$ cat src/rtl/dccm_arbiter_if.sv
// Requester-side handshake bundle for dccm_arbiter.
// One instance per requester: the core load/store path and the loader/DMA port.
// The master modport is the requester's view; the slave modport is the arbiter's view.
interface dccm_arbiter_if #(
  parameter int AW = 32,
  parameter int DW = 32
);
  logic          req;
  logic          we;
  logic [AW-1:0] addr;
  logic [DW-1:0] wdata;
  logic          gnt;
  logic          rvalid;
  logic [DW-1:0] rdata;

  modport master (
    output req, we, addr, wdata,
    input  gnt, rvalid, rdata
  );

  modport slave (
    input  req, we, addr, wdata,
    output gnt, rvalid, rdata
  );
endinterface

$ cat src/rtl/dccm_arbiter.sv
// dccm_arbiter: shares one DCCM macro between the core (m0) and a loader/DMA port (m1).
// A read and a write to different words are dual-issued in the same cycle; every other
// overlap is contention and is resolved round-robin on last_gnt.
// Build option: define DCCM_ARB_FIXED_PRIO_EN to make m0 win every contention
// (last_gnt is then removed and m1 can starve).
// Read responses are tracked by an RD_LAT-deep {valid, id} pipeline (RD_LAT legal 1..4).
module dccm_arbiter #(
  parameter int AW     = 32,
  parameter int DW     = 32,
  parameter int RD_LAT = 1
) (
  input  logic          clk,
  input  logic          rst_n,
  dccm_arbiter_if.slave m0,
  dccm_arbiter_if.slave m1,
  output logic          dccm_wr_en,
  output logic [AW-1:0] dccm_wr_addr,
  output logic [DW-1:0] dccm_wr_data,
  output logic          dccm_rd_en,
  output logic [AW-1:0] dccm_rd_addr,
  input  logic [DW-1:0] dccm_rd_data
);

  logic              w_both;
  logic              w_same_word;
  logic              w_dual;
  logic              w_cont;
  logic              w_m0_wins;
  logic              w_gnt0;
  logic              w_gnt1;
  logic              w_rd0;
  logic              w_rd1;
  logic              w_wr0;
  logic              w_wr1;
  logic              w_out_vld;
  logic              w_out_id;
  logic [RD_LAT-1:0] r_vld;
  logic [RD_LAT-1:0] r_id;

  // Only the word address matters for a collision; byte offsets within a word collide too.
  assign w_both      = m0.req & m1.req;
  assign w_same_word = (m0.addr[AW-1:2] == m1.addr[AW-1:2]);
  assign w_dual      = w_both & (m0.we ^ m1.we) & ~w_same_word;
  assign w_cont      = w_both & ~w_dual;

`ifdef DCCM_ARB_FIXED_PRIO_EN
  assign w_m0_wins = 1'b1;
`else
  // r_last_gnt: 0 = m0 won the last contention, 1 = m1 did. Reset to m1 so m0 wins first.
  logic r_last_gnt;

  // Record the contention winner; dual-issue and single-requester cycles leave it alone.
  always_ff @(posedge clk or negedge rst_n) begin
    if (!rst_n) begin
      r_last_gnt <= 1'b1;
    end else if (w_cont) begin
      r_last_gnt <= ~w_m0_wins;
    end
  end

  assign w_m0_wins = r_last_gnt;
`endif

  // Grant decision; forced low while reset is asserted so nothing issues in a reset cycle.
  always_comb begin
    w_gnt0 = 1'b0;
    w_gnt1 = 1'b0;
    if (rst_n) begin
      if (w_dual) begin
        w_gnt0 = 1'b1;
        w_gnt1 = 1'b1;
      end else if (w_cont) begin
        w_gnt0 = w_m0_wins;
        w_gnt1 = ~w_m0_wins;
      end else begin
        w_gnt0 = m0.req;
        w_gnt1 = m1.req;
      end
    end
  end

  assign w_rd0 = w_gnt0 & ~m0.we;
  assign w_rd1 = w_gnt1 & ~m1.we;
  assign w_wr0 = w_gnt0 &  m0.we;
  assign w_wr1 = w_gnt1 &  m1.we;

  // Steer the granted requester(s) onto the DCCM ports; unused fields are held at zero.
  always_comb begin
    dccm_rd_en   = 1'b0;
    dccm_rd_addr = '0;
    dccm_wr_en   = 1'b0;
    dccm_wr_addr = '0;
    dccm_wr_data = '0;
    if (w_rd0) begin
      dccm_rd_en   = 1'b1;
      dccm_rd_addr = m0.addr;
    end else if (w_rd1) begin
      dccm_rd_en   = 1'b1;
      dccm_rd_addr = m1.addr;
    end
    if (w_wr0) begin
      dccm_wr_en   = 1'b1;
      dccm_wr_addr = m0.addr;
      dccm_wr_data = m0.wdata;
    end else if (w_wr1) begin
      dccm_wr_en   = 1'b1;
      dccm_wr_addr = m1.addr;
      dccm_wr_data = m1.wdata;
    end
  end

  // Shift {valid, id} of each issued read so it lines up with dccm_rd_data RD_LAT cycles later.
  always_ff @(posedge clk or negedge rst_n) begin
    if (!rst_n) begin
      r_vld <= '0;
      r_id  <= '0;
    end else begin
      for (int i = RD_LAT - 1; i > 0; i--) begin
        r_vld[i] <= r_vld[i-1];
        r_id[i]  <= r_id[i-1];
      end
      r_vld[0] <= dccm_rd_en;
      r_id[0]  <= w_rd1;
    end
  end

  assign w_out_vld = r_vld[RD_LAT-1];
  assign w_out_id  = r_id[RD_LAT-1];

  assign m0.gnt    = w_gnt0;
  assign m1.gnt    = w_gnt1;
  assign m0.rvalid = w_out_vld & ~w_out_id;
  assign m1.rvalid = w_out_vld &  w_out_id;
  assign m0.rdata  = (w_out_vld & ~w_out_id) ? dccm_rd_data : '0;
  assign m1.rdata  = (w_out_vld &  w_out_id) ? dccm_rd_data : '0;

endmodule

$ cat src/flat_wrapper.sv
// flat-port wrapper written by rule: the top's interface ports become plain ports
module dccm_arbiter_flat 
#(
  parameter int AW     = 32,
  parameter int DW     = 32,
  parameter int RD_LAT = 1
)
  (clk, rst_n, dccm_wr_en, dccm_wr_addr, dccm_wr_data, dccm_rd_en, dccm_rd_addr, dccm_rd_data, m0_req, m0_we, m0_addr, m0_wdata, m0_gnt, m0_rvalid, m0_rdata, m1_req, m1_we, m1_addr, m1_wdata, m1_gnt, m1_rvalid, m1_rdata);
  dccm_arbiter_if #(.AW(AW), .DW(DW)) m0_i ();
  dccm_arbiter_if #(.AW(AW), .DW(DW)) m1_i ();
  input  logic clk;
  input  logic rst_n;
  output logic dccm_wr_en;
  output logic [AW-1:0] dccm_wr_addr;
  output logic [DW-1:0] dccm_wr_data;
  output logic dccm_rd_en;
  output logic [AW-1:0] dccm_rd_addr;
  input  logic [DW-1:0] dccm_rd_data;
  input wire logic [$bits(m0_i.req)-1:0] m0_req;
  input wire logic [$bits(m0_i.we)-1:0] m0_we;
  input wire logic [$bits(m0_i.addr)-1:0] m0_addr;
  input wire logic [$bits(m0_i.wdata)-1:0] m0_wdata;
  output wire logic [$bits(m0_i.gnt)-1:0] m0_gnt;
  output wire logic [$bits(m0_i.rvalid)-1:0] m0_rvalid;
  output wire logic [$bits(m0_i.rdata)-1:0] m0_rdata;
  input wire logic [$bits(m1_i.req)-1:0] m1_req;
  input wire logic [$bits(m1_i.we)-1:0] m1_we;
  input wire logic [$bits(m1_i.addr)-1:0] m1_addr;
  input wire logic [$bits(m1_i.wdata)-1:0] m1_wdata;
  output wire logic [$bits(m1_i.gnt)-1:0] m1_gnt;
  output wire logic [$bits(m1_i.rvalid)-1:0] m1_rvalid;
  output wire logic [$bits(m1_i.rdata)-1:0] m1_rdata;
  assign m0_i.req = m0_req;
  assign m0_i.we = m0_we;
  assign m0_i.addr = m0_addr;
  assign m0_i.wdata = m0_wdata;
  assign m0_gnt = m0_i.gnt;
  assign m0_rvalid = m0_i.rvalid;
  assign m0_rdata = m0_i.rdata;
  assign m1_i.req = m1_req;
  assign m1_i.we = m1_we;
  assign m1_i.addr = m1_addr;
  assign m1_i.wdata = m1_wdata;
  assign m1_gnt = m1_i.gnt;
  assign m1_rvalid = m1_i.rvalid;
  assign m1_rdata = m1_i.rdata;
  dccm_arbiter #(.AW(AW), .DW(DW), .RD_LAT(RD_LAT)) u_core (.clk(clk), .rst_n(rst_n), .m0(m0_i), .m1(m1_i), .dccm_wr_en(dccm_wr_en), .dccm_wr_addr(dccm_wr_addr), .dccm_wr_data(dccm_wr_data), .dccm_rd_en(dccm_rd_en), .dccm_rd_addr(dccm_rd_addr), .dccm_rd_data(dccm_rd_data));
endmodule
$ cat config.mk
export PLATFORM = sky130hd
export DESIGN_NAME = dccm_arbiter_flat
export DESIGN_NICKNAME = d
export VERILOG_FILES = /design/src/rtl/dccm_arbiter_if.sv /design/src/rtl/dccm_arbiter.sv /design/src/flat_wrapper.sv
export SDC_FILE = /design/constraint.sdc
export NUM_CORES = 1
export LEC_CHECK = 0
export BUFFER_PORTS_ARGS = -buffer_cell sky130_fd_sc_hd__buf_2
export CAP_MARGIN = 20
export CELL_PAD_IN_SITES_DETAIL_PLACEMENT = 0
export CELL_PAD_IN_SITES_GLOBAL_PLACEMENT = 1
export CORE_AREA = 2 2 128 130
export CTS_BUF_LIST = sky130_fd_sc_hd__clkbuf_2 sky130_fd_sc_hd__clkbuf_4 sky130_fd_sc_hd__clkbuf_8
export DETAILED_ROUTE_END_ITERATION = 10
export DIE_AREA = 0 0 130 132
export PLACE_DENSITY_LB_ADDON = 0.1
export REMOVE_ABC_BUFFERS = 1
export SLEW_MARGIN = 20
export SYNTH_ARGS = -nofsm -noshare
export SYNTH_HDL_FRONTEND = slang
export SYNTH_SLANG_ARGS = --single-unit
$ cat constraint.sdc
create_clock -name clk -period 5.2 [get_ports clk]
set_input_delay 1.04 -clock clk [delete_from_list [all_inputs] [get_ports clk]]
set_output_delay 1.04 -clock clk [all_outputs]
set_load 0.05 [all_outputs]
* Word-level counts from Yosys, hierarchy flattened
Index checks and enable logic that the tools add are counted.
** Storage, ports and cells
- Register bits after elaboration :: 3
- Input bits :: 166
- Output and inout bits :: 166
** Cells by class
- Equal/unequal tests :: 1
- Mux-type cells :: 18
- Bitwise gates (word level) :: 17
** Operator list (number)
- 32-bit two-way mux :: 8
- 30-bit equality test :: 1
- 1-bit AND :: 10
- 1-bit two-way mux :: 10
- 1-bit NOT :: 6
- 1-bit XOR :: 1

* Depth between registers and ports, before layout
Gate-level depths: netlist of run 1.
- Depth in word-level cells :: 11
- Gate-level depth with buffers :: 8
- Mapped depth without buffers :: 6

* Least setup slack after synthesis of run 1
OpenSTA, ideal clock, no wires.
- Path type :: input port to output port
- Start :: in m1_addr[25]
- End :: out dccm_wr_addr[12]
- Arrival :: 2.650 ns
- Path slack :: 1.510 ns
- Stages :: 8
- Path buffers :: 2
- Cells stage by stage :: xor2_1 -> nor4_1 -> nand4_1 -> o21ai_2 -> a211oi_1 -> buf_4 -> buf_6 -> a22o_1
** On the way
- Cells in the longest elaborated chain, start to end :: 11
** RTL lines
- from (decl) :: line flat_wrapper.sv:28 : input wire logic [$bits(m1_i.addr)-1:0] m1_addr;
- 30-bit equality test * :: line dccm_arbiter.sv:42 : assign w_same_word = (m0.addr[AW-1:2] == m1.addr[AW-1:2]);
- 1-bit NOT * :: line dccm_arbiter.sv:43 : assign w_dual = w_both & (m0.we ^ m1.we) & ~w_same_word;
- 1-bit AND * :: line dccm_arbiter.sv:43
- 1-bit NOT :: line dccm_arbiter.sv:44 : assign w_cont = w_both & ~w_dual;
- 1-bit AND :: line dccm_arbiter.sv:44
- 1-bit two-way mux :: line dccm_arbiter.sv:72 : end else if (w_cont) begin
- 1-bit two-way mux :: line dccm_arbiter.sv:69 : if (w_dual) begin
- 1-bit two-way mux :: line dccm_arbiter.sv:68 : if (rst_n) begin
- 1-bit AND :: line dccm_arbiter.sv:85 : assign w_wr1 = w_gnt1 & m1.we;
- 32-bit two-way mux :: line dccm_arbiter.sv:105 : end else if (w_wr1) begin
- 32-bit two-way mux * :: line dccm_arbiter.sv:101 : if (w_wr0) begin
- to (decl) :: line flat_wrapper.sv:14 : output logic [AW-1:0] dccm_wr_addr;
Every way passes the cells marked *; elsewhere a longest branch is shown, timed or not.

* Worst setup path in the final report of run 1
- Start :: in m1_addr[11]
- End :: out dccm_wr_addr[8]
Same word-level chain as after synthesis.

==> results of run 1 <==
==> layout make-up <==
class | count | area share, %
diodes | 3 | 0.191
flip-flops and latches | 3 | 1.94
inverters | 1 | 0.0956
well taps | 216 | 6.88
repair buffers | 337 | 44.5
clock buffers | 4 | 1.24
multi-input cells | 226 | 45.2
==> power groups by stage <==
stage               Combinational (uW)  Clock, uW  Sequential, uW
finish                             654       72.3            47.3
global route                       692       78.0            49.6
CTS                                658       74.1            47.7
floorplan                          445          0            41.0
detailed placement                 656          0            47.4
global placement                   660          0            47.1
==> placed cells by master (no fill, tap or decap), drive strengths merged <==
master  netlist  layout
nand2         2       2
o21ai         2       2
xor2         31      31
nand4         3       3
nor4          7       7
nand3         3       3
buf          14     337
diode         0       3
or2           3       3
xnor2         1       1
a22o         96      96
a21oi         3       3
nor2          2       2
dfstp         1       1
and2         34      34
inv           1       1
dfrtp         2       2
o22ai         1       1
a211oi        1       1
o221ai        1       1
clkbuf       15       4
o31ai         1       1
and3         32      32
nor2b         2       2
or3           1       1
==> path summary, 6_finish.rpt <==
path	endpoint	depth (start not counted)
setup reg to reg	u_core.r_id$_DFF_PN0_	3
setup / recovery	dccm_wr_addr[8]	9
hold reg to reg	u_core.r_last_gnt$_DFFE_PN1P_	1
max in group asynchronous	u_core.r_last_gnt$_DFFE_PN1P_	1
min in group asynchronous	u_core.r_vld$_DFF_PN0_	1
hold / removal	u_core.r_last_gnt$_DFFE_PN1P_	1
==> registers in the layout, indices dropped and copies added, names as in the netlist <==
register and count:
u_core.r_id 1, u_core.r_last_gnt 1, u_core.r_vld 1
==> stage by stage <==
step                std cells  area, um2
global route              790       3930
global placement          782       3840
floorplan                 230       1800
finish                    790       3930
detailed placement        782       3840
CTS                       786       3890
==> kinds of logic after synthesis <==
group / Yosys count / synth area share, %
XOR/XNOR: 32 / 14.3
AND/OR/NAND/NOR: 89 / 27.7
AO/OA/AOI/OAI: 105 / 46.0
flip-flops: 3 / 3.90
buffers and inverters: 30 / 8.06
==> routing by layer <==
layer	vias up	GRT usage (%)	share of wire, %
li1	1639	-	-
met1	1525	13.9	35
met2	210	29.2	54
met3	4	4.10	11
met4	0	2.09	0.81
met5	-	0	0
==> critical path, delay by kind of cell <==
| family | cells | cell delay, ps |
|---|---|---|
| XOR/XNOR | 1 | 240 |
| AND/OR/NAND/NOR | 2 | 320 |
| buffers and inverters | 3 | 730 |
| AO/OA/AOI/OAI | 3 | 1220 |
==> metrics.md, run 1 <==
| Metric | Value |
|---|---|
| Multi-input logic area | between 0.0015 and 0.002 mm2 |
| Worst setup EP type | primary output |
| Path type of the worst setup path | primary input to primary output |
| Port Buf Inserts | 331 |
| Synth Cell Area | 0.00196 mm2 |
| WL final | approximately 14 mm |
| Setup crit start | m1_addr[11] |
| Avg Vias per Cell | about 4.3 |
| Die ar. | 0.0172 mm2 |
| Critical path startpoint category | primary input |
| Sequential share of the synthesized area | under 10% |
| Post-layout minimum cycle time | 4620 ps |
| CTS tree | built |
| Fin nets | 738 |
| Die H | 132 um |
| Synth Flop Type | dfrtp_1 |
| Ys async rst share | 100% |
| Synth area leaders | a22o_1, xor2_1, and2_1, and3_1, buf_6 |
| DRT iter0 DRCs | 85 |
| DP HPWL | 11.2 mm |
| Final Hold Vio Count | 0 |
| Slowest CP cell | a211oi_4 |
| Clk sink count | 3 |
| CP max stage delay | 910 ps |
| Max VDD drop | between 0.07 and 0.08 mV |
| TritonCTS buffer count | 3 |
| Least-Margin Pin Slew | between 1000 and 1500 ps |
| Post-DRT Antenna Nets | 0 |
| RSZ-0062 raised after global routing | false |
| Power per cell area | ~200 mW/mm2 |
| Tcrit/Tclk final | 88.8% |
| Register area | between 70 and 80 um2 |
| CTS root buf | clkbuf_8 |
| CP Data Required Time | ~4200 ps |
| Setup tns final | 0 ps |
| Cell Chain, Critical Path | buf_2, xor2_1, nor4_1, nand4_1, o21ai_2, a211oi_4, buf_12, a22o_1, buf_2 |
| Post-synth top cells | a22o_1, and2_1, and3_1 |
| Most common cell on crit path | buf_2 |
| I/O Pins | 332 |
| Comb pwr share | 84.5% |
| # fillers | 1814 |
| Clock buffer depth | 2 |
| Final setup viols | 0 |
| Reg power frac | 6.1% |
| Clk_lat worst skew | 220 ps |
| NetSw | 500 uW |
| Final Slew Violations | 0 |
| Status | complete, no violations |
| GRT Total Usage | 14.2% |
| Relative slew slack | 28.9% |
| Share of cells above drive strength 1 | 61.3% |
| First-pass GRT wire length | 19.2 mm |
| Reg2Reg Setup Slack | roughly 3800 ps |
| R2R Path Start | u_core.r_last_gnt$_DFFE_PN1P_ |
| Initial antenna violation count | 3 |
| CORE AREA | 0.0157 mm2 |
| Worst setup margin | 582 ps |
| Worst Skew | 4.43 ps |
| Number of synthesized register bits | 3 |
| Largest net degree at the start of global routing | 47 |
| Min-delay worst type | flop to flop |
| Post-synth EDFFs | 0 |
| Leakage power | 0.00246 uW |
| Final Power | a little under 800 uW |
| GRT overflow | 0 |
| Hold_buf cts | 0 |
| Initial Util | 12.5% |
| H-tree levels | 1 |
| CP max FO | 46 |
| Area Overhead vs Synth | 101% |
| Drt pass-1 iters | 4 |
| CTS clk-pin slew, worst paths | 30 ps |
| Max-cap violation count | 0 |
| Vias | 3378 |
| Ys Warns | 0 |
| Max Clk Rate | 217 MHz |
| Routed wire per std cell | 17.1 um |
| Hold_sp | u_core.r_last_gnt$_DFFE_PN1P_ |
| Sw Ratio | between 60% and 70% |
| Routability Congestion | ~0.76 |
| Cts repair resizes | 0 |
| Synth Area per Inst | 7.56 um2 |
| WHS | 496 ps |
| Internal power | 274 uW |
| Number of post-CTS setup repair buffers | 0 |
| Core Rows | 46 |
| Gate Count Post-Synth | around 260 |
| Top-area cell type share of the netlist area | a little over two fifths |
| Synth area leader | a22o_1 |
| Final core utilization | between 20% and 30% |
| Power share of the clock group | 9.3% |
| Unique cell type count in the Yosys netlist | 28 |
| Top-count cell post-synth | a22o_1 |
| Die width | about 130 um |
| Place WS | 484 ps |
| Critical Path AT | 3580 ps |
| Number of global-route vias before repair | 3374 |
| Post-route DRC | 0 |
Note: power is estimated with default switching activity, not from simulation.
==> inputs of run 2 (changes only) <==
==> constraint.sdc (replaced) <==
create_clock -name clk -period 5.2 [get_ports clk]
set_input_delay 0.26 -clock clk [delete_from_list [all_inputs] [get_ports clk]]
set_output_delay 0.26 -clock clk [all_outputs]
set_load 0.05 [all_outputs]
==> run 2 against run 1 <==
Against the previous run:
- first-iteration DRC count up 18%
- clock power grew 0.7%
- hold slack got worse by 160 ps
- sequential cell count did not move
- total power fell by 0.18%
- largest power group unchanged
- die area is the same
- highest routed layer unchanged
- global-route usage hardly changed
==> metrics.md, run 2 (same netlist as run 1, synthesis figures left out) <==
| Metric | Value |
|---|---|
| Status | complete, no violations |
| WHS | 338 ps (-158 ps) |
| Min-delay worst type | primary input to flop |
| WL final | 13.8 mm (+1.6%) |
| Least-Margin Pin Slew | 938 ps (-128 ps) |
| CORE AREA | 0.0157 mm2 (unchanged) |
| R2R Path Start | u_core.r_last_gnt$_DFFE_PN1P_ |
| Relative slew slack | 37.3% (+8.4 points) |
| Share of cells above drive strength 1 | 61.1% (-0.18 points) |
| Hold endpoint | u_core.r_last_gnt$_DFFE_PN1P_ |
| Max Clk Rate | 306 MHz (+41%) |
| Path type of the worst setup path | primary input to primary output |
| Commonest cells after routing, fill and taps aside | buf_2, a22o_1, and2_1 |
| CP max FO | 46 (unchanged) |
| Worst setup margin | 1930 ps (+1350 ps) |
| Hold_buf cts | 1 (+1) |
| # fillers | 1821 (+0.39%) |
| Post-layout minimum cycle time | 3270 ps (-1350 ps) |
| CTS clk-pin slew, worst paths | 30 ps (about the same) |
| Avg Vias per Cell | 4.38 (+2.4%) |
| R2R depth | 3 (unchanged) |
| CP Data Required Time | 4940 ps (+780 ps) |
| Post-DRT Antenna Nets | 0 (unchanged) |
| CTS root buf | clkbuf_8 |
| RSZ-0062 raised after global routing | false |
| Critical path startpoint category | primary input |
| Final Hold Vio Count | 0 (unchanged) |
| Design area | 0.00391 mm2 (-0.57%) |
| Place WS | 1930 ps (+1440 ps) |
| Final Slew Violations | 0 (unchanged) |
| Worst Skew | 3.94 ps (-0.489 ps) |
| Vias | 3460 (+2.4%) |
| Drt pass-1 iters | 4 (unchanged) |
| CTS tree | built |
| TritonCTS buffer count | 3 (unchanged) |
| Core Rows | 46 (unchanged) |
| DP HPWL | 11.2 mm (+0.51%) |
| Number of post-CTS setup repair buffers | 0 (unchanged) |
| Critical Path AT | 3010 ps (-570 ps) |
| Initial antenna violation count | 3 (unchanged) |
| I/O Pins | 332 (unchanged) |
| Area Overhead vs Synth | 99.6% |
| Die ar. | 0.0172 mm2 (unchanged) |
| H-tree levels | 1 (unchanged) |
| Initial Util | 12.5% (unchanged) |
| GRT overflow | 0 (unchanged) |
| Worst reg2reg endpoint | u_core.r_vld$_DFF_PN0_ |
| Largest net degree at the start of global routing | 66 (+40%) |
| Post-route DRC | 0 (unchanged) |
| Max-cap violation count | 0 (unchanged) |
| Worst setup EP type | primary output |
| Worst hold path depth | 3 (+2) |
| Clk_lat worst skew | 220 ps (about the same) |
| Most common cell after layout, fill and taps aside | buf_2 |
| Max VDD drop | 0.0813 mV (+15%) |
| Cts repair resizes | 0 (unchanged) |
| Leakage power | 0.00245 uW (-0.30%) |
| Routed wire per std cell | 17.4 um (+1.6%) |
| Number of global-route vias before repair | 3419 (+1.3%) |
| Die H | 132 um (unchanged) |
| Clk sink count | 3 (unchanged) |
| Top Registers | u_core.r_id x1, u_core.r_last_gnt x1, u_core.r_vld x1 |
| First-pass GRT wire length | 19.3 mm (+0.50%) |
| Final setup viols | 0 (unchanged) |
| Register area | 76.3 um2 (unchanged) |
| Multi-input logic area | 0.00177 mm2 (unchanged) |
| Power per cell area | 198 mW/mm2 (+0.39%) |
| Tcrit/Tclk final | 62.9% (-26 points) |
| Routability Congestion | 0.790 (+3.3%) |
| Clock buffer depth | 2 (unchanged) |
| Port Buf Inserts | 331 (unchanged) |
| Hold_sp | m1_req |
| Reg2Reg Setup Slack | 3900 ps (+90 ps) |
| Final core utilization | 24.9% (-0.14 points) |
| Die width | 130 um (unchanged) |
| DRT iter0 DRCs | 100 (+18%) |
| Placed Area | 0.00381 mm2 (-0.85%) |
| Fin nets | 738 (unchanged) |
| GRT Total Usage | 14.2% (+0.018 points) |
==> run 2: cell types whose count changed in the layout (fill, tap and decap cells not counted), sizes merged <==
| cell | delta |
|---|---|
| buf | -1 |
| dlygate4sd3 | +1 |
==> run 2: worst max path at each step <==
stage	startpoint	end
floorplan	m0_addr[27]	dccm_wr_addr[0]
global placement	m1_addr[4]	dccm_wr_addr[25]
detailed placement	m1_addr[11]	dccm_wr_addr[25]
CTS	rst_n	dccm_wr_addr[25]
global route	rst_n	dccm_wr_addr[15]
finish	rst_n	dccm_wr_addr[25]
==> run 2: per-layer routing <==
metal	part of all wire [%]	up-vias	GRT usage, %
met1	35	1610	14.1
met4	0.77	0	1.97
met5	0	-	0
li1	-	1638	-
met3	9.9	6	3.29
met2	54	206	29.6
==> run 2: through the flow <==
stage | std cells | TNS, ps | power (uW)
floorplan | 230 | -12860 | 486
global placement | 781 | 0 | 705
detailed placement | 781 | 0 | 700
CTS | 786 | 0 | 778
global route | 789 | 0 | 814
finish | 790 | 0 | 772
==> run 2: worst max-delay path, cell delays in order <==
cell	delay, ps
dlygate4sd3_1	520
buf_2	200
nand2_1	160
a211oi_4	760
buf_4	580
a22o_1	240
buf_2	260
==> run 2: final cells by class <==
cell class	count	area share [%]
timing repair buffer	337	44.2
clock buffer	4	1.25
antenna	3	0.192
inverter	1	0.0961
tap	216	6.92
sequential	3	1.95
multi-input combinational	226	45.4
==> run 2: where the power goes <==
| group | switching, uW | leakage (uW) | internal, uW |
|---|---|---|---|
| combinational | 471 | 0.00239 | 181 |
| sequential | 15.2 | 0.0000370 | 31.8 |
| clock | 15.4 | 0.0000262 | 57.5 |
